### config.mk
export PLATFORM = sky130hd
export DESIGN_NAME = ctrl_pc_redirect_flat
export DESIGN_NICKNAME = d
export VERILOG_FILES = /design/src/rtl/ctrl_pc_redirect_if.sv /design/src/rtl/ctrl_pc_redirect.sv /design/src/flat_wrapper.sv
export SDC_FILE = /design/constraint.sdc
export NUM_CORES = 1
export LEC_CHECK = 0
export ABC_AREA = 1
export CORE_ASPECT_RATIO = 0.8
export CORE_MARGIN = 5
export CORE_UTILIZATION = 38
export DETAILED_ROUTE_END_ITERATION = 16
export PLACE_DENSITY = 0.73
export SYNTH_ARGS = -nofsm -noshare
export SYNTH_HDL_FRONTEND = slang
export SYNTH_SLANG_ARGS = --single-unit
export TNS_END_PERCENT = 30
### constraint.sdc
create_clock -name clk -period 1.5 [get_ports clk]
set_input_delay 0.3 -clock clk [delete_from_list [all_inputs] [get_ports clk]]
set_output_delay 0.3 -clock clk [all_outputs]
set_load 0.01 [all_outputs]
### src/rtl/ctrl_pc_redirect_if.sv
// Fetch-control bundle between the pipeline (hazard unit, predictor, IFID decode)
// and the PC redirect controller.
interface ctrl_pc_redirect_if #(
  parameter int unsigned PC_W = 8
);
  logic            stall;
  logic            branch_taken;
  logic [PC_W-1:0] jump_target;
  logic            halt;
  logic [PC_W-1:0] pc;
  logic            invalidate_instr;
  logic            halted;
  logic [7:0]      taken_count;

  modport master (
    output stall, branch_taken, jump_target, halt,
    input  pc, invalidate_instr, halted, taken_count
  );

  modport slave (
    input  stall, branch_taken, jump_target, halt,
    output pc, invalidate_instr, halted, taken_count
  );
endinterface

### src/rtl/ctrl_pc_redirect.sv
// Fetch PC sequencer with one-bubble taken-branch squash, stall hold, halt and a
// saturating redirect counter. All outputs are registered.
module ctrl_pc_redirect #(
  parameter int unsigned    PC_W     = 8,
  parameter logic [PC_W-1:0] RESET_PC = '0
) (
  input logic               clk,
  input logic               reset_n,
  ctrl_pc_redirect_if.slave bus
);

  typedef enum logic [1:0] {StRun, StSquash, StHalt} state_e;

  state_e          r_state;
  logic [PC_W-1:0] r_pc;
  logic            r_invalidate;
  logic            r_halted;
  logic [7:0]      r_taken_count;

  always_ff @(posedge clk or negedge reset_n) begin
    if (!reset_n) begin
      r_state       <= StRun;
      r_pc          <= RESET_PC;
      r_invalidate  <= 1'b0;
      r_halted      <= 1'b0;
      r_taken_count <= 8'h00;
    end else begin
      unique case (r_state)
        StRun: begin
          // A stall also holds IFID, so branch/halt are simply re-sampled later.
          if (!bus.stall) begin
            if (bus.branch_taken) begin
              r_pc         <= bus.jump_target;
              r_invalidate <= 1'b1;
              r_state      <= StSquash;
              if (r_taken_count != 8'hFF) begin
                r_taken_count <= r_taken_count + 8'd1;
              end
            end else if (bus.halt) begin
              r_halted <= 1'b1;
              r_state  <= StHalt;
            end else begin
              r_pc <= r_pc + 1'b1;
            end
          end
        end
        StSquash: begin
          // IFID holds the wrong-path instruction: its branch/halt are ignored.
          if (!bus.stall) begin
            r_pc         <= r_pc + 1'b1;
            r_invalidate <= 1'b0;
            r_state      <= StRun;
          end
        end
        StHalt: begin
        end
        default: begin
          r_state      <= StRun;
          r_invalidate <= 1'b0;
          r_halted     <= 1'b0;
        end
      endcase
    end
  end

  assign bus.pc               = r_pc;
  assign bus.invalidate_instr = r_invalidate;
  assign bus.halted           = r_halted;
  assign bus.taken_count      = r_taken_count;

endmodule

### src/flat_wrapper.sv
// flat-port wrapper written by rule: the top's interface ports become plain ports
module ctrl_pc_redirect_flat 
#(
  parameter int unsigned    PC_W     = 8,
  parameter logic [PC_W-1:0] RESET_PC = '0
)
  (clk, reset_n, bus_stall, bus_branch_taken, bus_jump_target, bus_halt, bus_pc, bus_invalidate_instr, bus_halted, bus_taken_count);
  ctrl_pc_redirect_if #(.PC_W(PC_W)) bus_i ();
  input logic clk;
  input logic reset_n;
  input wire logic [$bits(bus_i.stall)-1:0] bus_stall;
  input wire logic [$bits(bus_i.branch_taken)-1:0] bus_branch_taken;
  input wire logic [$bits(bus_i.jump_target)-1:0] bus_jump_target;
  input wire logic [$bits(bus_i.halt)-1:0] bus_halt;
  output wire logic [$bits(bus_i.pc)-1:0] bus_pc;
  output wire logic [$bits(bus_i.invalidate_instr)-1:0] bus_invalidate_instr;
  output wire logic [$bits(bus_i.halted)-1:0] bus_halted;
  output wire logic [$bits(bus_i.taken_count)-1:0] bus_taken_count;
  assign bus_i.stall = bus_stall;
  assign bus_i.branch_taken = bus_branch_taken;
  assign bus_i.jump_target = bus_jump_target;
  assign bus_i.halt = bus_halt;
  assign bus_pc = bus_i.pc;
  assign bus_invalidate_instr = bus_i.invalidate_instr;
  assign bus_halted = bus_i.halted;
  assign bus_taken_count = bus_i.taken_count;
  ctrl_pc_redirect #(.PC_W(PC_W), .RESET_PC(RESET_PC)) u_core (.clk(clk), .reset_n(reset_n), .bus(bus_i));
endmodule
Word-level counts from Yosys, hierarchy flattened
Index checks and enable logic that the tools add are counted.
{ "totals": {"output_inout_bits": 18, "regBits": 20, "elab_cells": 46, "in_bits": 13} }
{ "classes": {"reduce_logical": 8, "n_addsub": 2, "n_bitwise": 3, "n_eq_ne": 10, "mux": 18} }
{ "ops": {"columns": ["cell", "count"], "rows": [
  ["8-bit two-way mux", 4],
  ["4-bit AND reduction", 5],
  ["8-bit by 1-bit adder with 8-bit output (second input constant)", 2],
  ["8-bit case mux with 2 select lines", 1],
  ["2-bit inequality test (second input constant)", 5],
  ["2-bit two-way mux", 4],
  ["8-bit inequality test (second input constant)", 1],
  ["1-bit two-way mux", 6],
  ["3-bit inequality test (second input constant)", 2],
  ["2-bit case mux with 3 select lines", 1],
  ["1-bit NOT", 3],
  ["1-bit case mux with 3 select lines", 1],
  ["2-bit by 1-bit equality test with 1-bit output (second input constant)", 1],
  ["2-bit equality test (second input constant)", 1],
  ["2-bit zero test", 1],
  ["1-bit case mux with 2 select lines", 1],
  ["2-bit nonzero test", 1],
  ["2-bit OR reduction", 1]
]} }

Depth between registers and ports, before layout
{ "logic_depth": {"word_depth": 5, "mapped_depth": 9, "mapped_depth_nobuf": 9} }

Worst setup path before layout
OpenSTA, ideal clock, no wires.
{ "synth_timing": {"kind": "reg-to-reg", "from": "reg u_core.r_state[0]", "to": "reg u_core.r_pc[5] (netlist: u_core.bus.pc[5])", "required_time_ns": 1.387, "arrival_time_ns": 1.225, "setup_slack_ns": 0.163, "stages_incl_launch_ff": 10, "n_path_buf": 0, "period_less_slack_ns": 1.337, "setup_ns": 0.113, "cell_sequence": "dfrtp_1 inv_1 ha_1 inv_1 nand2_1 nand3_2 nor2_1 nand2_1 nand2_1 inv_1"} }
{ "synth_between": {"elab_chain_cells": 3, "word_cells_on_any_way": 8, "cone_classes": "eq/ne: 4; mux: 1; reduce/logical: 3"} }
{ "synth_rtl": {"columns": ["item", "line", "rtl"], "rows": [
  ["start, declared", "ctrl_pc_redirect.sv:14", "state_e r_state;"],
  ["start signal, assigned", "ctrl_pc_redirect.sv:22", "r_state <= StRun;"],
  ["start signal, assigned", "ctrl_pc_redirect.sv:35", "r_state <= StSquash;"],
  ["start signal, assigned", "ctrl_pc_redirect.sv:41", "r_state <= StHalt;"],
  ["2-bit by 1-bit equality test with 1-bit output or 2-bit zero test (tied branches)", "ctrl_pc_redirect.sv:28", "unique case (r_state)"],
  ["2-bit inequality test (no line) (tied with other cells)", null, null],
  ["4-bit AND reduction (no line)", null, null],
  ["end signal, assigned", "ctrl_pc_redirect.sv:33", "r_pc <= bus.jump_target;"],
  ["end signal, assigned", "ctrl_pc_redirect.sv:43", "r_pc <= r_pc + 1'b1;"],
  ["end signal, assigned", "ctrl_pc_redirect.sv:50", "r_pc <= r_pc + 1'b1;"],
  ["end, declared", "ctrl_pc_redirect.sv:15", "logic [PC_W-1:0] r_pc;"]
]} }
Parallel ways exist; a longest one is shown, timed or not.
A chain may end at the register's enable or synchronous reset.

Worst setup path after layout
{ "layout_timing": {"from": "reg u_core.r_taken_count[4] (netlist: u_core.bus.taken_count[4])", "to": "out bus_taken_count[4]"} }
{ "layout_lines": {"columns": ["item", "line", "rtl"], "rows": [
  ["start, declared", "ctrl_pc_redirect.sv:18", "logic [7:0] r_taken_count;"],
  ["start signal, assigned", "ctrl_pc_redirect.sv:37", "r_taken_count <= r_taken_count + 8'd1;"],
  ["end, declared", "flat_wrapper.sv:18", "output wire logic [$bits(bus_i.taken_count)-1:0] bus_taken_count;"]
]} }
No word-level cell between the ends.

==> key figures <==
Cells and area
  • Final std cells w/o fill: 270
  • Diode count: 0
  • Layout cells sized above 1: 0.143
  • Utilization after layout: 0.579
  • Layout area overhead: 43.8%
  • Most common cell after layout, fill and taps aside: nand2_1
  • Commonest cells after routing, fill and taps aside: 59 x nand2_1, 24 x inv_1, 19 x dfrtp_1
  • Final nets: between 200 and 250

Yosys
  • Area leader, netlist: dfrtp_1
  • Synth Net Count: 200
  • #FFs+latches synth: 20
  • Seq/Total Area, Yosys: 0.397
  • Syn avg cell area: 6.93 µm²
  • Cell area after synthesis: 1260 µm²
  • Synth warnings: 0
  • Synth top area share: 0.397
  • Top cells by area, synth: dfrtp_1 40%, nand2_1 18%, inv_1 7.7%
  • Distinct cell type count of the synthesized netlist: 20
  • Synth Instances: 182

Die
  • Site Rows: 18
  • Die Area: 4580 µm²
  • I/O pins: 31
  • Die W: 74.4 µm
  • Core ar.: 3130 µm²
  • Chip Height: 61.5 µm
  • Initial Util: 0.403

Routing
  • WL met2: about 1300 µm
  • Detailed Route WL: between 3000 and 4000 µm
  • Post-route ant nets: 0
  • Number of DRC markers in iteration 0: 70
  • M1 WL: between 1500 and 2000 µm
  • Vias per cell: 4.79
  • Via Count: 1294
  • Routed len/inst: approximately 11 µm
  • Top layer in use: met4
  • DRC errors left: 0
  • Initial DRT Pass Iterations: 4
  • WL met3: 180 µm

Timing
  • Endpoints failing setup: 0
  • Number of failing hold endpoints at the final stage: 0
  • Max frequency: 0.690 GHz
  • Max-slew violations: 0
  • Setup TNS: 0 ps
  • Period minus WS final: 1450 ps
  • Final Cycle Share: 0.967
  • Hold slack: 382 ps
  • Worst slew pin tran: 298 ps
  • Worst rel slew slack: 0.800
  • Clock skew: 2.89 ps

Placement
  • Post-DP HPWL: 2300 µm
  • # port buffers: 30
  • Final RePlAce weighted congestion: 0.826
  • Placed Cells: 260

Global route
  • Initial antenna violation count: 0
  • First-pass GRT wire length: 5170 µm
  • Vias in the first global route: 1163
  • Gr usage total: 0.145
  • Largest net degree at the start of global routing: 21
  • Global route overflow: 0

Critical path
  • Crit-path max cell delay: 540 ps
  • Crit Path Max Fanout: 2
  • Startpoint types: flop
  • Crit path capture type: output pin
  • Worst Path Required: 1200 ps
  • Crit Path Class: flop to output pin
  • CP Buf/Inv Count: 1
  • Slowest stage cell on the critical path: clkdlybuf4s50_1
  • Arrival @ worst endpoint: 1150 ps
  • CP delay by family, top: buffers and inverters
  • Cells along the critical path: clkdlybuf4s50_1

Pwr
  • Leakage: 0.000978 µW
  • Power per cell area: 1660 nW/µm²
  • Maximum vdd ir drop: 830 µV

Min path
  • Hold Path Class: input port to asynchronous set/reset pin

Clock tree
  • CTS Root Cell: clkbuf_8
  • CTS tree: done
  • H-tree levels: 1
  • Num CTS Buffers: 3
  • Reg clk slew, reported paths: 80 ps
  • CTS Buffer Depth: 2
  • Skew-Pair Late Insertion Delay: 260 ps
  • Total clock sinks: 20

Run
  • Number of max-cap violations: 0

Run status
  • Outcome: completed
cell type report:
class,instances,area [µm²]
Fill cell,306,1320
Sequential cell,20,502
Inverter,27,101
Multi-Input combinational cell,134,697
Tap cell,40,50.0
Clock buffer,4,55.1
Timing Repair Buffer,45,408
path summary, 6_finish.rpt:
path / from / end / slack, ps / cells after the start
max in group asynchronous: reset_n / u_core.r_state[0]$_DFFE_PN0P_ / 880 / 2
setup / recovery: u_core.bus.taken_count[4]$_DFFE_PN0P_ / bus_taken_count[4] / 50 / 1
setup reg to reg: u_core.r_state[0]$_DFFE_PN0P_ / u_core.bus.pc[1]$_DFFE_PN0P_ / 110 / 7
hold reg to reg: u_core.bus.halted$_DFFE_PN0P_ / u_core.bus.halted$_DFFE_PN0P_ / 530 / 2
hold / removal: reset_n / u_core.bus.pc[0]$_DFFE_PN0P_ / 380 / 2
min in group clk: u_core.bus.halted$_DFFE_PN0P_ / u_core.bus.halted$_DFFE_PN0P_ / 530 / 2
report_power, final:
part / switching [µW] / leakage [µW] / total, µW / internal, µW
clock: 182 / 0.0000288 / 415 / 234
sequential: 213 / 0.000249 / 972 / 759
combinational: 876 / 0.000700 / 1630 / 756
cell families after synthesis:
kind of cell / count (synthesis) / synth area share
AOI/OAI and AO/OA: 20 / 0.0814
adders and majority gates: 5 / 0.0496
DFF: 20 / 0.397
xor gates and xnor gates: 2 / 0.0139
and+or+nand+nor: 107 / 0.374
buffers and inverters: 28 / 0.0843
synth_stat cells:
master / n
nand2_1: 60
inv_1: 26
dfrtp_1: 20
nor2_1: 19
nand3_1: 14
o21ai_0: 13
a21oi_1: 6
ha_1: 5
nand3b_1: 5
nor2_2: 2
nor3_1: 2
xor2_1: 2
buf_2: 1
inv_2: 1
nand2_2: 1
nand2_4: 1
nand3_2: 1
nand4_1: 1
nor2_4: 1
o21a_1: 1
registers in the layout, indices dropped and copies added, names as in the netlist:
signal and cells:
u_core.bus.pc 8, u_core.bus.halted 1, u_core.r_state 2, u_core.bus.taken_count 8
u_core.bus.invalidate_instr 1
stage by stage:
stage,instance area (µm²),total power [µW],worst slack (ps)
2_1_floorplan,1260,1830,163
3_3_place_gp,1670,2520,-108
3_5_place_dp,1670,2550,-158
4_1_cts,1750,2930,-32.8
5_1_grt,1810,3290,-18.8
6_report,1810,3020,49.7
layer usage:
layer | GRT usage | vias up
li1 | - | 668
met1 | 0.207 | 593
met2 | 0.228 | 31
met3 | 0.0408 | 2
met4 | 0.0152 | 0
met5 | 0 | -
what timing repair did:
action                                  4_1_cts  5_1_grt
hold endpoints to repair                      0        0
gates resized for setup                      12       16
hold buffers                                  0        0
endpoints found under the setup margin       17       23
buffers inserted                              5        1
Power figures use the tool's default switching activity.
==> variant: new RTL, same settings <==
`PC_W` is set to 8 in 3 places; all go to 6.
--- a/src/rtl/ctrl_pc_redirect_if.sv
+++ b/src/rtl/ctrl_pc_redirect_if.sv
@@ -2,5 +2,5 @@
 // and the PC redirect controller.
 interface ctrl_pc_redirect_if #(
-  parameter int unsigned PC_W = 8
+  parameter int unsigned PC_W = 6
 );
   logic            stall;
--- a/src/rtl/ctrl_pc_redirect.sv
+++ b/src/rtl/ctrl_pc_redirect.sv
@@ -2,5 +2,5 @@
 // saturating redirect counter. All outputs are registered.
 module ctrl_pc_redirect #(
-  parameter int unsigned    PC_W     = 8,
+  parameter int unsigned    PC_W     = 6,
   parameter logic [PC_W-1:0] RESET_PC = '0
 ) (
--- a/src/flat_wrapper.sv
+++ b/src/flat_wrapper.sv
@@ -2,5 +2,5 @@
 module ctrl_pc_redirect_flat 
 #(
-  parameter int unsigned    PC_W     = 8,
+  parameter int unsigned    PC_W     = 6,
   parameter logic [PC_W-1:0] RESET_PC = '0
 )
Ports: changed (resized bus_jump_target and bus_pc); port bits go from 31 to 27. No check against the original RTL was run, so the function may have changed too.
==> variant against the original RTL <==
- area after synthesis shrank 10%
- design area shrank 15%
- largest power group unchanged
- routed wire length shrank 19%
- largest cell class unchanged
- count of clock-buffer cells in the layout is the same
- setup slack lost 7.2 ps
- worst hold slack lost 11 ps
- sequential cell count shrank 2
- total power shrank 16%
==> variant: results (changes against the original RTL) <==
cts:
  worstSkewPairLatency_ps: 250
  cts_max_path_buffers: 2  # unchanged
  cts_made_buffers: 3  # unchanged
synthesis:
  ys_seq_area_share_pct: 39.8  # was 39.7%
  synthTopCellsByArea: "dfrtp_1 (40%), nand2_1 (19%), inv_1 (5.6%), ha_1 (5.5%), nand3_1 (4.9%)"  # was dfrtp_1 (40%), nand2_1 (18%), inv_1 (7.7%), nor2_1 (5.7%), nand3_1 (5.6%)
  syn_avg_cell_area_um2: 7.30  # was 6.93 um2
  synth_nets: 171  # was 200
  yosys-top-cells-count: "nand2_1 (58), dfrtp_1 (18), inv_1 (17)"  # was nand2_1 (60), inv_1 (26), dfrtp_1 (20)
  yosysUniqueCellTypes: 22  # was 20
finish:
  num_antenna_cells: 0  # unchanged
  nets: 206  # was 249
  largest_reg_flops: 8
  final_layout_size_suffix_gt1_share_pct: 13.8  # was 14.3%
  fillers: 278  # was 306
critical_path:
  ff2ff_setup_slack_ps: 110  # about the same
  slowest_stage: "clkdlybuf4s50_1"  # unchanged
  crit_arrival_ps: 1160
  crit_fanout: 2  # unchanged
  critPathMaxStageDelay_ps: 540  # about the same
global_route:
  use_met3_pct: 4.44  # was 4.08%
  grt_max_degree: 19  # was 21
  grt_first_pass_wirelength_mm: 4.30  # was 5.17 mm
  first_global_vias: 1024  # was 1163
  grtUsageMet2_pct: 23.5  # was 22.8%
  grt_usage_pct: 12.7  # was 14.5%
  gr-usage-met1_pct: 14.5  # was 20.7%
sta:
  whs_ps: 371  # was 382 ps
  relSlewSlack_pct: 80.6  # was 80.0%
  fin_crit_sh_pct: 97.2  # was 96.7%
  finalClockSkew_ps: 1.14  # was 2.89 ps
placed_design:
  place_congestion: 0.943  # was 0.826
  dpl_worst_slack_ps: -156  # was -158 ps
  hpwl_mm: 1.96  # was 2.30 mm
  placedCellCount: 222  # was 260
  portBuffers: 26  # was 30
  place_area_mm2: 0.00146  # was 0.00167 mm2
power_and_ir_drop:
  p_leak_nw: 0.830  # was 0.978 nW
  vdd_drop_max_mv: 0.920  # was 0.830 mV
drt:
  num_vias: 1066  # was 1294
  routed_wl_mm: 2.52  # was 3.10 mm
  drt-initial-drc-count: 43  # was 70
  first_pass_iters: 4  # unchanged
  wl_per_cell_um: 11.1  # was 11.5 um
outcome:
  status: "completed"  # unchanged
[variant: cells by family (layout without fill, tap and decap cells)]
group                      after synthesis  in the layout  share of synthesized area (%)
AOI/OAI and AO/OA                       12             12                           5.97
buffers and inverters                   20             54                           6.97
adders and majority gates                5              5                           5.53
DFF                                     18             18                           39.8
xor gates and xnor gates                 5              5                           3.87
and+or+nand+nor                         95             95                           37.8
[variant: path summary, 6_finish.rpt]
| check | start | endpoint | cells past startpoint |
|---|---|---|---|
| min in group clk | u_core.bus.halted | u_core.bus.halted | 2 |
| hold reg to reg | u_core.bus.halted | u_core.bus.halted | 2 |
| hold / removal | reset_n | u_core.bus.taken_count[7] | 2 |
| setup / recovery | u_core.bus.pc[2] | bus_pc[2] | 1 |
| setup reg to reg | u_core.r_state[0] | u_core.bus.pc[1] | 9 |
| max in group asynchronous | reset_n | u_core.bus.taken_count[2] | 2 |
[variant: cell type report]
type	count	area, um2	area share, %
sequential	18	453	29.4
clock buffer	4	55.1	3.57
timing repair buffer	31	292	18.9
multi-input combinational	117	619	40.2
inverter	19	73.8	4.79
tap	38	47.5	3.09
[variant: layer usage]
metal,wire length [um],part of all wire [%]
met5,0,0
met4,12,0.48
met3,144,5.7
met2,1210,48
met1,1150,46
[variant: repair_timing]
action                     4_1_cts  5_1_grt
resized for setup               14        8
setup buffers                    1        0
setup endpoints to repair       13       14
[variant: where the power goes]
part / switching (W) / leakage, nW / internal (W)
sequential: 0.000184 / 0.228 / 0.000667
clock: 0.000167 / 0.0288 / 0.000233
combinational: 0.000687 / 0.573 / 0.000592
[variant: through the flow]
stage / power, W / utilization (%)
after floorplan: 0.00160 / -
after global placement: 0.00210 / 52.1
after detailed placement: 0.00215 / 52.1
after CTS: 0.00252 / 54.1
after global routing: 0.00276 / 54.9
final: 0.00253 / 54.9
